## config.mk

```make
export PLATFORM = sky130hd
export DESIGN_NAME = usb_data_tx
export DESIGN_NICKNAME = d
export VERILOG_FILES = /design/src/rtl/usb_pkg.sv /design/src/rtl/usb_crc16.sv /design/src/rtl/usb_data_tx.sv
export SDC_FILE = /design/constraint.sdc
export NUM_CORES = 1
export LEC_CHECK = 0
export CELL_PAD_IN_SITES_DETAIL_PLACEMENT = 2
export CELL_PAD_IN_SITES_GLOBAL_PLACEMENT = 2
export CORE_UTILIZATION = 31
export DETAILED_ROUTE_END_ITERATION = 6
export GPL_TIMING_DRIVEN = 0
export PLACE_DENSITY = 0.74
export REMOVE_ABC_BUFFERS = 1
export SLEW_MARGIN = 10
export SYNTH_ARGS = -nofsm -noshare
export SYNTH_HDL_FRONTEND = slang
export SYNTH_SLANG_ARGS = --single-unit
```

## constraint.sdc

```tcl
create_clock -name clk -period 2.75 [get_ports clk]
set_clock_uncertainty 0.05 [all_clocks]
set_input_delay 0.6875 -clock clk [delete_from_list [all_inputs] [get_ports clk]]
set_output_delay 0.6875 -clock clk [all_outputs]
set_load 0.1 [all_outputs]
```

## src/rtl/usb_pkg.sv

```systemverilog
// Shared USB definitions: data PIDs, data-type encoding, CRC16 constants and
// the transmit FSM state type.
package usb_pkg;

    localparam logic [3:0] PID_DATA0 = 4'b0011;
    localparam logic [3:0] PID_DATA1 = 4'b1011;
    localparam logic [3:0] PID_DATA2 = 4'b0111;
    localparam logic [3:0] PID_MDATA = 4'b1111;

    localparam logic [15:0] CRC16_POLY     = 16'h8005;
    localparam logic [15:0] CRC16_INIT     = 16'hFFFF;
    localparam logic [15:0] CRC16_RESIDUAL = 16'h800D;

    typedef enum logic [1:0] {
        DT_DATA0 = 2'b00,
        DT_DATA1 = 2'b01,
        DT_DATA2 = 2'b10,
        DT_MDATA = 2'b11
    } data_type_e;

    // States name the byte the output register loads next.
    typedef enum logic [2:0] {
        ST_IDLE   = 3'd0,
        ST_DATA   = 3'd1,
        ST_CRC_LO = 3'd2,
        ST_CRC_HI = 3'd3
    } tx_state_e;

    function automatic logic [3:0] pid_of(input logic [1:0] dt);
        logic [3:0] p;
        case (dt)
            DT_DATA0: p = PID_DATA0;
            DT_DATA1: p = PID_DATA1;
            DT_DATA2: p = PID_DATA2;
            default:  p = PID_MDATA;
        endcase
        return p;
    endfunction

    function automatic logic [7:0] bitrev8(input logic [7:0] b);
        logic [7:0] r;
        for (int i = 0; i < 8; i++) r[i] = b[7-i];
        return r;
    endfunction

endpackage

```

## src/rtl/usb_crc16.sv

```systemverilog
// Combinational USB CRC16 step over one byte, bits taken LSB-first.
// Shared by the transmit builder and the receive CRC check.
module usb_crc16
    import usb_pkg::*;
(
    input  logic [15:0] i_crc,
    input  logic [7:0]  i_data,
    output logic [15:0] o_crc
);

    logic [15:0] w_c;

    always_comb begin
        w_c = i_crc;
        for (int i = 0; i < 8; i++) begin
            if (w_c[15] ^ i_data[i]) w_c = {w_c[14:0], 1'b0} ^ CRC16_POLY;
            else                     w_c = {w_c[14:0], 1'b0};
        end
        o_crc = w_c;
    end

endmodule

```

## src/rtl/usb_data_tx.sv

```systemverilog
// USB data-packet builder: frames a payload stream as PID + payload + CRC16
// and drives it byte-wise into the ULPI transmit port.
module usb_data_tx
    import usb_pkg::*;
#(
    parameter int MAX_PKT = 64
) (
    input  logic       clk,
    input  logic       rst,
    input  logic       start,
    input  logic [1:0] data_type,
    input  logic       zlp,
    input  logic [7:0] s_tdata,
    input  logic       s_tlast,
    input  logic       s_tvalid,
    output logic       s_tready,
    output logic [7:0] tx_tdata,
    output logic       tx_tlast,
    output logic       tx_tvalid,
    input  logic       tx_tready,
    output logic       busy,
    output logic       done,
    output logic       truncated,
    output logic [2:0] dbg_state
);

    localparam int CNT_W = $clog2(MAX_PKT + 1);
    localparam logic [CNT_W-1:0] LAST_IDX = CNT_W'(MAX_PKT - 1);

    tx_state_e        r_state;
    logic [15:0]      r_crc;
    logic [CNT_W-1:0] r_count;
    logic [7:0]       r_tx_tdata;
    logic             r_tx_tvalid;
    logic             r_tx_tlast;
    logic             r_busy;
    logic             r_done;
    logic             r_trunc;
    logic             r_trunc_pend;

    logic             w_load;
    logic             w_s_fire;
    logic [3:0]       w_pid;
    logic [15:0]      w_crc_next;

    // Both ports are AXI-stream: a byte moves on a cycle where valid & ready,
    // valid never drops and data never changes until that happens. The output
    // register can take a new byte whenever it is empty or being drained.
    assign w_load    = ~r_tx_tvalid | tx_tready;
    assign s_tready  = w_load & (r_state == ST_DATA);
    assign w_s_fire  = s_tready & s_tvalid;
    assign w_pid     = pid_of(data_type);

    assign tx_tdata  = r_tx_tdata;
    assign tx_tvalid = r_tx_tvalid;
    assign tx_tlast  = r_tx_tlast;
    assign busy      = r_busy;
    assign done      = r_done;
    assign truncated = r_trunc;
    assign dbg_state = r_state;

    usb_crc16 u_crc16 (
        .i_crc  (r_crc),
        .i_data (s_tdata),
        .o_crc  (w_crc_next)
    );

    always_ff @(posedge clk) begin
        if (rst) begin
            r_state      <= ST_IDLE;
            r_crc        <= CRC16_INIT;
            r_count      <= '0;
            r_tx_tdata   <= 8'h00;
            r_tx_tvalid  <= 1'b0;
            r_tx_tlast   <= 1'b0;
            r_busy       <= 1'b0;
            r_done       <= 1'b0;
            r_trunc      <= 1'b0;
            r_trunc_pend <= 1'b0;
        end else begin
            r_done  <= 1'b0;
            r_trunc <= 1'b0;
            case (r_state)
                ST_IDLE: begin
                    // The output stage is always empty here, so the PID loads at once.
                    if (start) begin
                        r_busy       <= 1'b1;
                        r_crc        <= CRC16_INIT;
                        r_count      <= '0;
                        r_trunc_pend <= 1'b0;
                        r_tx_tdata   <= {~w_pid, w_pid};
                        r_tx_tvalid  <= 1'b1;
                        r_tx_tlast   <= 1'b0;
                        r_state      <= zlp ? ST_CRC_LO : ST_DATA;
                    end
                end
                ST_DATA: begin
                    if (w_s_fire) begin
                        r_tx_tdata  <= s_tdata;
                        r_tx_tvalid <= 1'b1;
                        r_crc       <= w_crc_next;
                        r_count     <= r_count + CNT_W'(1);
                        if (s_tlast || r_count == LAST_IDX) begin
                            r_trunc_pend <= ~s_tlast;
                            r_state      <= ST_CRC_LO;
                        end
                    end else if (w_load) begin
                        r_tx_tvalid <= 1'b0;
                    end
                end
                ST_CRC_LO: begin
                    if (w_load) begin
                        r_tx_tdata  <= bitrev8(~r_crc[15:8]);
                        r_tx_tvalid <= 1'b1;
                        r_state     <= ST_CRC_HI;
                    end
                end
                ST_CRC_HI: begin
                    // Loads the final byte, then waits here until it is accepted.
                    if (r_tx_tvalid && r_tx_tlast) begin
                        if (tx_tready) begin
                            r_tx_tvalid <= 1'b0;
                            r_tx_tlast  <= 1'b0;
                            r_busy      <= 1'b0;
                            r_done      <= 1'b1;
                            r_trunc     <= r_trunc_pend;
                            r_state     <= ST_IDLE;
                        end
                    end else if (w_load) begin
                        r_tx_tdata  <= bitrev8(~r_crc[7:0]);
                        r_tx_tvalid <= 1'b1;
                        r_tx_tlast  <= 1'b1;
                    end
                end
                default: r_state <= ST_IDLE;
            endcase
        end
    end

endmodule

```

=== Word-level counts from Yosys, hierarchy flattened ===
Index checks and enable logic that the tools add are counted.
Widths: inputs -> output; s select.

* Register bits after elaboration: 40
* Input bits: 17
* Output and inout port bits: 17
* Logic and storage cells: 117

* Add/sub/neg operators: 1
* Equal/unequal tests: 17
* Multiplexer cells: 46
* Bitwise operators: 27
* Reduce and logical (&&, ||, !) cells: 16

{| class="wikitable"
|+ Operators with widths
! operator !! number
|-
| $mux 16 || 10
|-
| $mux 8 || 5
|-
| $pmux 16 s2 || 1
|-
| $pmux 8 s4 || 1
|-
| $not 3->3 || 8
|-
| $mux 3 || 6
|-
| $not 8->8 || 2
|-
| $reduce_and 4->1 || 4
|-
| $mux 7 || 2
|-
| $ne 2x2->1 const B || 7
|-
| $pmux 7 s2 || 1
|-
| $mux 1 || 13
|-
| $pmux 3 s4 || 1
|-
| $pmux 4 s3 || 1
|-
| $reduce_and 6->1 || 2
|-
| $ne 3x3->1 const B || 3
|-
| $xor 1x1->1 || 8
|-
| $add 7x1->7 const B || 1
|-
| $eq 7x6->1 const B || 1
|-
| $eq 3x2->1 const B || 2
|-
| $pmux 1 s2 || 3
|-
| $not 1->1 || 5
|-
| $not 4->4 || 1
|-
| $pmux 1 s4 || 1
|-
| other kinds (16) || 18
|}

=== Logic depth before layout (Yosys ltp) ===
* Depth after elaboration: 18
* Mapped depth: 10
* Depth with buffers taken out: 7

=== Cells and area by module ===
A second synthesis with hierarchy kept.

* Cell total of the unflattened synthesis: 273
* Area total of the unflattened synthesis: 2322.2 µm²

{| class="wikitable"
|+ By module, submodules not included
! module !! times used !! cells each !! area each (µm²) !! seq. area each (µm²)
|-
| usb_data_tx || 1 || 245 || 2024.4 || 780.7
|-
| usb_crc16 || 1 || 28 || 297.8 || 0.0
|}

=== Worst setup path after synthesis ===
No wires, ideal clock.

* Path type: register to output
* Start: register r_state[0] (netlist: dbg_state[0])
* End: output port s_tready
* Arrival: 2.734 ns
* Data required time: 2.013 ns
* Setup slack: -0.722 ns
* Stages on the path, launching flop included: 5
* Path through: dfxtp_1 > ha_1 > clkbuf_1 > buf_1 > and2_1

* Word-level cells in the longest chain between the ends: 2

{| class="wikitable"
|+ Ends and longest elaborated chain
! element !! line !! source
|-
| from (decl) || usb_data_tx.sv:30 || <nowiki>tx_state_e r_state;</nowiki>
|-
| from (signal assigned) || usb_data_tx.sv:94 || <nowiki>r_state <= zlp ? ST_CRC_LO : ST_DATA;</nowiki>
|-
| $eq 3x1->1 || usb_data_tx.sv:50 || <nowiki>assign s_tready = w_load & (r_state == ST_DATA);</nowiki>
|-
| $and 1x1->1 || usb_data_tx.sv:50 ||
|-
| to (decl) || usb_data_tx.sv:16 || <nowiki>output logic s_tready,</nowiki>
|}

Every way passes these cells.

=== Final worst setup path ===
* Start: register r_tx_tvalid (netlist: tx_tvalid)
* End: output port tx_tvalid

{| class="wikitable"
|+ RTL lines
! element !! line !! source
|-
| from (decl) || usb_data_tx.sv:34 || <nowiki>logic r_tx_tvalid;</nowiki>
|-
| from (signal assigned) || usb_data_tx.sv:74 || <nowiki>r_tx_tvalid <= 1'b0;</nowiki>
|-
| from (signal assigned) || usb_data_tx.sv:92 || <nowiki>r_tx_tvalid <= 1'b1;</nowiki>
|-
| from (signal assigned) || usb_data_tx.sv:100 || <nowiki>r_tx_tvalid <= 1'b1;</nowiki>
|-
| to (decl) || usb_data_tx.sv:19 || <nowiki>output logic tx_tvalid,</nowiki>
|}

No word-level cell between the ends.

==> results.yml <==
drt:
  dr.pass1.iters: 6
  dr.first_iter.drc_count: 91
  drt_wl_total_um: 6022
  num_vias: 1880
  wl_per_cell_um: 16.92
  drc: 0
  via_per_inst: 5.281
  ant_nets: 0
synth:
  seq_area_frac_synth: 0.3679
  yosysTopAreaCell: "dfxtp_1"
  synth-edff-count: 0
  synth_seq_cells: 39
  synth_top_area_share: 0.3679
  synth-main-ff-cell: "dfxtp_1"
  syn_inst: 257
  avgSynthCellArea_um2: 8.257
  synth_cell_types: 41
  yosysWarnings: 0
  synth_area_leaders: "dfxtp_1, xnor2_1, nor2_1"
  syn_area_um2: 2122
  synthArstFlopShare: 0
timing:
  finalMaxSlewViolations: 0
  setup_viol_count_final: 0
  finalHoldViolCount: 0
  tightest_slew_ps: 1133
  max_slew_margin: 0.2422
  rsz0062_at_grt: "false"
  fmax_mhz: 375.0
  fin_ws_ps: 83.43
  period_needed_ps: 2667
  fin_hold_ws_ps: 410.5
  period_share: 0.9697
setup_path:
  end_kind: "output port"
  cp.required_ps: 2010
  crit_path_max_incr_delay_ps: 1180
  reg2reg_slack_ps: 270
  critical_path.startpoint_type: "register"
  rr_worst_depth: 7
  reg2reg_to: "tx_tdata[5]"
  reg2reg_from: "dbg_state[0]"
  crit_type: "reg2out"
  crit_family: "buffers and inverters"
  crit_buf_inv: 1
  path_max_fanout: 6
  crit_arrival_ps: 1930
  cp_slowest_cell: "clkdlybuf4s50_1"
  crit_chain: "clkdlybuf4s50_1"
outcome:
  outcome: "complete, no violations"
layout:
  diodes: 0
  nets: 300
  layout-drive-gt1-share: 0.05735
  final_cell_mix: "dfxtp_1, clkdlybuf4s50_1, nor2_1, xnor2_1, nand2_1"
  syn2layout_area_growth_pct: 20.99
  layout.cells.most_common: "dfxtp_1"
hold_path:
  hold_path_depth: 2
  min_path_type: "reg2reg"
  hp-start: "r_trunc_pend"
  whs_endpoint: "r_trunc_pend"
power_and_ir_drop:
  ir_worst_vdd_mv: 0.2858
  p_per_area_nw_per_um2: 1307
  total_power_w: 0.003355
  leakagePower_nw: 1.014
floorplan:
  ioPinCount: 34
  die_h_um: 84.74
  core_area_um2: 6495
  core.rowCount: 29
  die-area_um2: 7180
  initial_core_util: 0.3267
  die_x_um: 84.74
clocking:
  clock_latency_ps: 300
  cts.clk_slew.worst_paths_ps: 80
  clockBufferDepth: 2
  cts_buffers: 5
  cts-root-buf: "clkbuf_8"
  cts_tree: "built"
  post-cts-setup-buffer-count: 0
  clock-sinks: 39
  h-tree-depth: 2
placed_design:
  pre_cts_slack_ps: -753.1
  hpwl_um: 4136
  gp_congestion: 0.6955
  port_buffers: 32
global_route:
  grt_usage: 0.1852
  grt_pass1_vias: 2017
  grt_max_degree: 30
  antenna_found_initial: 0
  grt-ovfl-total: 0
  grt_pass1_wl_um: 10330
flow_run:
  drv_cap: 0
-- Yosys cell counts (2+ instances only) --
master and count:
xnor2_1 19, o22ai_1 2, and3_1 3, xor2_1 5
and2_1 5, ha_1 5, nor2_1 27, a21boi_0 3
o211ai_1 7, nand3_1 7, o21ai_0 11, a21oi_1 17
nor2b_1 7, nand4_1 8, nand2_1 18, a222oi_1 4
buf_2 3, inv_1 15, mux2i_1 7, a2111oi_0 2
nor3_1 4, clkbuf_1 12, nand2b_1 9, dfxtp_1 39
a311oi_1 2
-- logic make-up (layout without fill, tap and decap cells) --
kind of cell	count (synthesis)	after routing	share of synthesized area
xor+xnor	26	26	0.1215
buf+inv	33	55	0.06544
mux	8	8	0.03833
other cells	1	1	0.001767
simple gates	92	92	0.2134
compound gates	53	53	0.1622
fa+ha+maj	5	5	0.02948
flops	39	39	0.3679
-- what timing repair did --
| action | in CTS | in global routing |
|---|---|---|
| endpoints found under the setup margin | 28 | 0 |
| hold buffers | 0 | 0 |
| gates resized for setup | 11 | 0 |
-- report_power, final --
part           switching, W  total (W)  internal [W]
registers         0.0000894   0.000772      0.000683
clock network      0.000211   0.000440      0.000229
logic               0.00142    0.00214      0.000723
total               0.00172    0.00336       0.00163
-- worst max-delay path by stage --
stage / startpoint / endpoint / slack, ps / cells past startpoint
floorplan: dbg_state[0] / s_tready / -480 / 2
global placement: tx_tready / s_tready / -750 / 4
detailed placement: tx_tready / s_tready / -750 / 4
CTS: tx_tvalid / tx_tvalid / 50 / 1
global route: tx_tvalid / tx_tvalid / 10 / 1
finish: tx_tvalid / tx_tvalid / 80 / 1
-- routing by layer --
metal  up-vias  wire length, um  part of all wire  track usage
li1        920                -                 -            -
met1       930             2906              0.48       0.2336
met2        25             2874              0.48       0.3178
met3         5              162             0.027      0.03835
met4         0               79             0.013      0.05547
met5         -                0                 0            0
-- flip-flops by register name, indices dropped and copies added, names as in the netlist --
| signal | cells |
|---|---|
| r_crc | 16 |
| busy | 1 |
| r_count | 7 |
| tx_tdata | 8 |
| tx_tvalid | 1 |
| done | 1 |
| dbg_state | 2 |
| truncated | 1 |
| r_trunc_pend | 1 |
| tx_tlast | 1 |
-- per-stage QoR --
step,TNS [ps],area (um2),std cells,util
2_1_floorplan,-4280,2039,239,-
3_3_place_gp,-6457,2456,348,0.3782
3_5_place_dp,-7746,2456,348,0.3782
4_1_cts,0,2567,356,0.3953
5_1_grt,0,2567,356,0.3953
6_report,0,2567,356,0.3953
-- final cells by class --
cell class | instances | area [um2]
Fill cell | 739 | 3928
Multi-Input combinational cell | 185 | 1216
Sequential cell | 39 | 780.7
Timing Repair Buffer | 32 | 317.8
Clock buffer | 8 | 100.1
Tap cell | 77 | 96.34
Inverter | 15 | 56.30
Power figures use the tool's default switching activity.
==> patch 1 (same flow settings) <==
Make the reset (`rst`) asynchronous in one clocked block.
--- a/src/rtl/usb_data_tx.sv
+++ b/src/rtl/usb_data_tx.sv
@@ -65,7 +65,7 @@
         .o_crc  (w_crc_next)
     );
 
-    always_ff @(posedge clk) begin
+    always_ff @(posedge clk or posedge rst) begin
         if (rst) begin
             r_state      <= ST_IDLE;
             r_crc        <= CRC16_INIT;
Behaviour: differs if rst is asserted again (counterexample within 4 cycles, from zero or initial values and one cycle with rst high); with rst held inactive, the same outputs for 4 cycles.
==> patch 1 against the original RTL <==
The run now ends with DRC left. First-iteration DRC count decreased by 23%. Setup slack improved by 17 ps. Largest power group unchanged. Clock power is 14% lower. Wire length increased by 1.1%. Total power rose by 6.8%. Synthesized area grew 1.8%. Global-route usage hardly changed. Cell count shrank 4.8%. Design area increased by 3.4%. Highest routed layer unchanged. Critical path type is now in2out. Sequential cell count did not move. Critical path depth is 3 higher.
==> patch 1: results (changes against the original RTL) <==
detailed placer's ending HPWL 4.30 mm (was 4.14 mm); Reg-to-Reg End tx_tdata[1] (was tx_tdata[5]); DRC marker count from the first detailed-route iteration 70 (was 91); placed cells 331 (was 348); Setup crit start tx_tready (was tx_tvalid); crit path capture s_tready (was tx_tvalid); largest net degree at the start of global routing 36 (was 30); # DRC 1 (was 0); Net Sw Frac 0.522 (was 0.513); xor/xnor share of the synthesized area 0.123 (was 0.121); Hold EP r_crc[10] (was r_trunc_pend); peak supply drop 0.000463 V (was 0.000286 V); status complete, but fails checks (was complete, no violations); first-pass GRT wire length 10.3 mm (about the same); total power 3.58 mW (was 3.36 mW); routability cong. 0.724 (was 0.696); ys async rst share 1.00 (was 0); synth unique cells 44 (was 41); Synth area leaders dfrtp_1 (27%), dfstp_2 (19%), xnor2_1 (7.7%), a21oi_1 (6.0%), nor2_1 (3.5%) (was dfxtp_1 (37%), xnor2_1 (7.8%), nor2_1 (4.8%), a21oi_1 (4.0%), mux2i_1 (3.3%)); commonest register cell after synthesis dfrtp_1 (was dfxtp_1); failing checks DRC; filler cell count 747 (was 739); hold slack 423 ps (was 411 ps); via count of the first global-routing pass 2049 (was 2017); GRT Total Usage 0.185 (about the same); Syn Inst Count 228 (was 257); synth cell count leaders a21oi_1 (26), dfrtp_1 (23), nor2_1 (20), xnor2_1 (19) (was dfxtp_1 (39), nor2_1 (27), xnor2_1 (19), nand2_1 (18), a21oi_1 (17)); clock group total power 380 uW (was 440 uW); FF-to-FF setup slack 200 ps (was 270 ps); Crit path largest cell delay 580 ps (was 1180 ps); Hold Startpoint r_crc[2] (was r_trunc_pend); register area share after synthesis 0.461 (was 0.368); vias per std cell 5.19 (was 5.28); pre-CTS setup slack -737 ps (was -753 ps); Core Util, Final 0.393 (was 0.395); Comb pwr share 0.622 (was 0.639)
-- patch 1: cell types whose count changed in the layout (fill, tap and decap cells not counted), moves of 6 or more --
cell | unedited run | this run
nand4_1 | 8 | 2
a21oi_1 | 17 | 25
nor2_1 | 27 | 19
dfrtp_1 | 0 | 23
nor2b_1 | 7 | 1
dfxtp_1 | 39 | 0
o211ai_1 | 7 | 0
dfstp_2 | 0 | 16
mux2i_1 | 7 | 1
-- patch 1: repair_timing --
action,4_1_cts,5_1_grt
endpoints found under the setup margin,19,4
pin swaps,0,0
resized for setup,9,3
hold buffers,0,0
-- patch 1: final cells by class --
class,instances,area share
clock buffers,7,0.0287
clock inverters,1,0.00189
inverters,14,0.0198
multi-input cells,165,0.408
flip-flops and latches,39,0.375
well taps,80,0.0377
repair buffers,33,0.129
-- patch 1: metal layers --
metal	vias up	global-route usage	part of all wire
met5	-	0	0
met4	0	0.0409	0.0089
met1	878	0.224	0.44
met2	29	0.343	0.52
li1	847	-	-
met3	5	0.0311	0.028
==> patch 2 (config.mk and constraints unchanged) <==
Made on the original files. Change the parameter `MAX_PKT` from 64 to 256.
--- a/src/rtl/usb_data_tx.sv
+++ b/src/rtl/usb_data_tx.sv
@@ -3,7 +3,7 @@
 module usb_data_tx
     import usb_pkg::*;
 #(
-    parameter int MAX_PKT = 64
+    parameter int MAX_PKT = 256
 ) (
     input  logic       clk,
     input  logic       rst,
Behaviour: no difference found for any inputs over 4 cycles, from zero or initial values and one cycle with rst high; that may be too few to reach the edited logic, so the function may still have changed.
==> patch 2 against the original RTL <==
Synthesized area rose by 5.0%. Total power rose by 13%. Wire length rose by 4.6%. Setup slack improved by 0.80 ps. Via count rose by 3.0%. Sequential cell count rose by 2. Design area rose by 5.8%. Critical path depth did not move. Critical path type unchanged. Critical endpoint is now tx_tlast. Largest cell class unchanged. Highest routed layer unchanged.
==> patch 2: results (changes against the original RTL) <==
synth unique cells 47 (was 41); ANT cells 0 (unchanged); vias per std cell 5.07 (was 5.28); syn_area_per_cell 8.53 sq um (was 8.26 sq um); filler cell count 791 (was 739); largest net degree at the start of global routing 26 (was 30); routability cong. 0.748 (was 0.696); Reg-to-Reg Start dbg_state[1] (was dbg_state[0]); initial antenna violation count 0 (unchanged); layout cells sized above 1 0.0839 (was 0.0573); crit path max fanout 7 (was 6); dpl cell area 2590 sq um (was 2460 sq um); detailed placer's ending HPWL 4.32 mm (was 4.14 mm); synth cell count leaders dfxtp_1 (41), nand2_1 (28), nor2_1 (28), xnor2_1 (16), inv_1 (15) (was dfxtp_1 (39), nor2_1 (27), xnor2_1 (19), nand2_1 (18), a21oi_1 (17)); total setup buffers inserted after CTS 0 (unchanged); Slew Limit Headroom 0.347 (was 0.242); Synth area leaders dfxtp_1 (37%), xnor2_1 (6.3%), nand2_1 (4.7%), nor2_1 (4.7%), ha_1 (3.4%) (was dfxtp_1 (37%), xnor2_1 (7.8%), nor2_1 (4.8%), a21oi_1 (4.0%), mux2i_1 (3.3%)); peak supply drop 0.000819 V (was 0.000286 V); DRT Pass-1 Iters 4 (was 6); Lkg Pwr 1.05 nW (was 1.01 nW); critical path arrival 1930 ps (about the same); H-tree levels 2 (unchanged); GRT Total Usage 0.183 (was 0.185); Largest register FFs 16 (unchanged); Crit path max-delay family buffers and inverters (unchanged); Synthesis Warnings 0 (unchanged); clock buffer depth 2 (unchanged); vias 1936 (was 1880); Crit path largest cell delay 1180 ps (about the same); register area share after synthesis 0.369 (was 0.368); Hold Startpoint r_trunc_pend (unchanged); commonest register cell after synthesis dfxtp_1 (unchanged); fin nets 308 (was 300); drt wl/cell 16.5 um (was 16.9 um); PortBufs 32 (unchanged); CTS Buf Count 5 (unchanged); post-cts sizing count 8 (was 11); first-pass GRT wire length 10.6 mm (was 10.3 mm); Biggest register r_crc (unchanged); status complete, no violations (unchanged); root buffer cell clkbuf_8 (unchanged); via count of the first global-routing pass 2081 (was 2017); DRC marker count from the first detailed-route iteration 61 (was 91); number of flops mapped to enable cells by yosys 0 (unchanged); ys async rst share 0 (unchanged); clock insertion delay at the later pin of the skew report 300 ps (about the same); slowest stage cell on the critical path clkdlybuf4s50_1 (unchanged); Setup crit start tx_tlast (was tx_tvalid); clock-pin slew on the worst setup and hold paths 80 ps (about the same); placed cells 374 (was 348); Hold WC Path Type reg2reg (unchanged)
==> patch 2: cell types whose count changed in the layout (fill, tap and decap cells not counted), moves of 4 or more <==
cell      before  now
nand4_1        8    2
nand2_1       18   28
nor3_1         4    8
a211oi_1       0    4
a21oi_1       17   10
==> patch 2: area by class of cell <==
| class | instances | area share |
|---|---|---|
| clock buffers | 7 | 0.0355 |
| multi-input cells | 189 | 0.471 |
| well taps | 96 | 0.0442 |
| repair buffers | 33 | 0.124 |
| clock inverters | 1 | 0.00184 |
| inverters | 15 | 0.0207 |
| flip-flops and latches | 41 | 0.302 |
==> patch 2: logic make-up (layout without fill, tap and decap cells) <==
logic type / after synthesis / after routing / synth area share
xor+xnor: 26 / 26 / 0.122
simple gates: 93 / 93 / 0.194
other cells: 1 / 1 / 0.00168
buf+inv: 31 / 56 / 0.0691
flops: 41 / 41 / 0.369
mux: 8 / 8 / 0.0365
fa+ha+maj: 6 / 6 / 0.0337
compound gates: 55 / 55 / 0.174
==> patch 2: worst paths after layout <==
path	cells past startpoint	slack, ps	end
setup reg to reg	7	300	r_count[7]
setup / recovery	1	80	tx_tlast
hold / removal	1	430	truncated
hold reg to reg	1	430	truncated
==> patch 2: power by group <==
| part | internal (mW) | leakage (nW) | switching, mW |
|---|---|---|---|
| clock network | 0.228 | 0.0542 | 0.230 |
| logic | 0.825 | 0.664 | 1.61 |
| registers | 0.764 | 0.335 | 0.143 |
==> patch 2: stage by stage <==
stage	setup TNS, ps	total power [mW]	utilization	hold WS [ps]	setup slack [ps]
finish	0	3.80	0.395	430	84.2
floorplan	-7810	2.71	-	381	-550
global placement	-12540	3.23	0.374	396	-819
CTS	0	3.85	0.394	438	19.2
detailed placement	-4630	3.34	0.377	415	-735
global route	0	4.06	0.395	460	29.0
==> patch 2: metal layers <==
layer,routed length (um),global-route usage,vias to the layer above
met5,0,0,-
met4,91,0.0576,0
met3,143,0.0324,9
met2,3090,0.323,31
met1,2970,0.226,952
li1,-,-,944
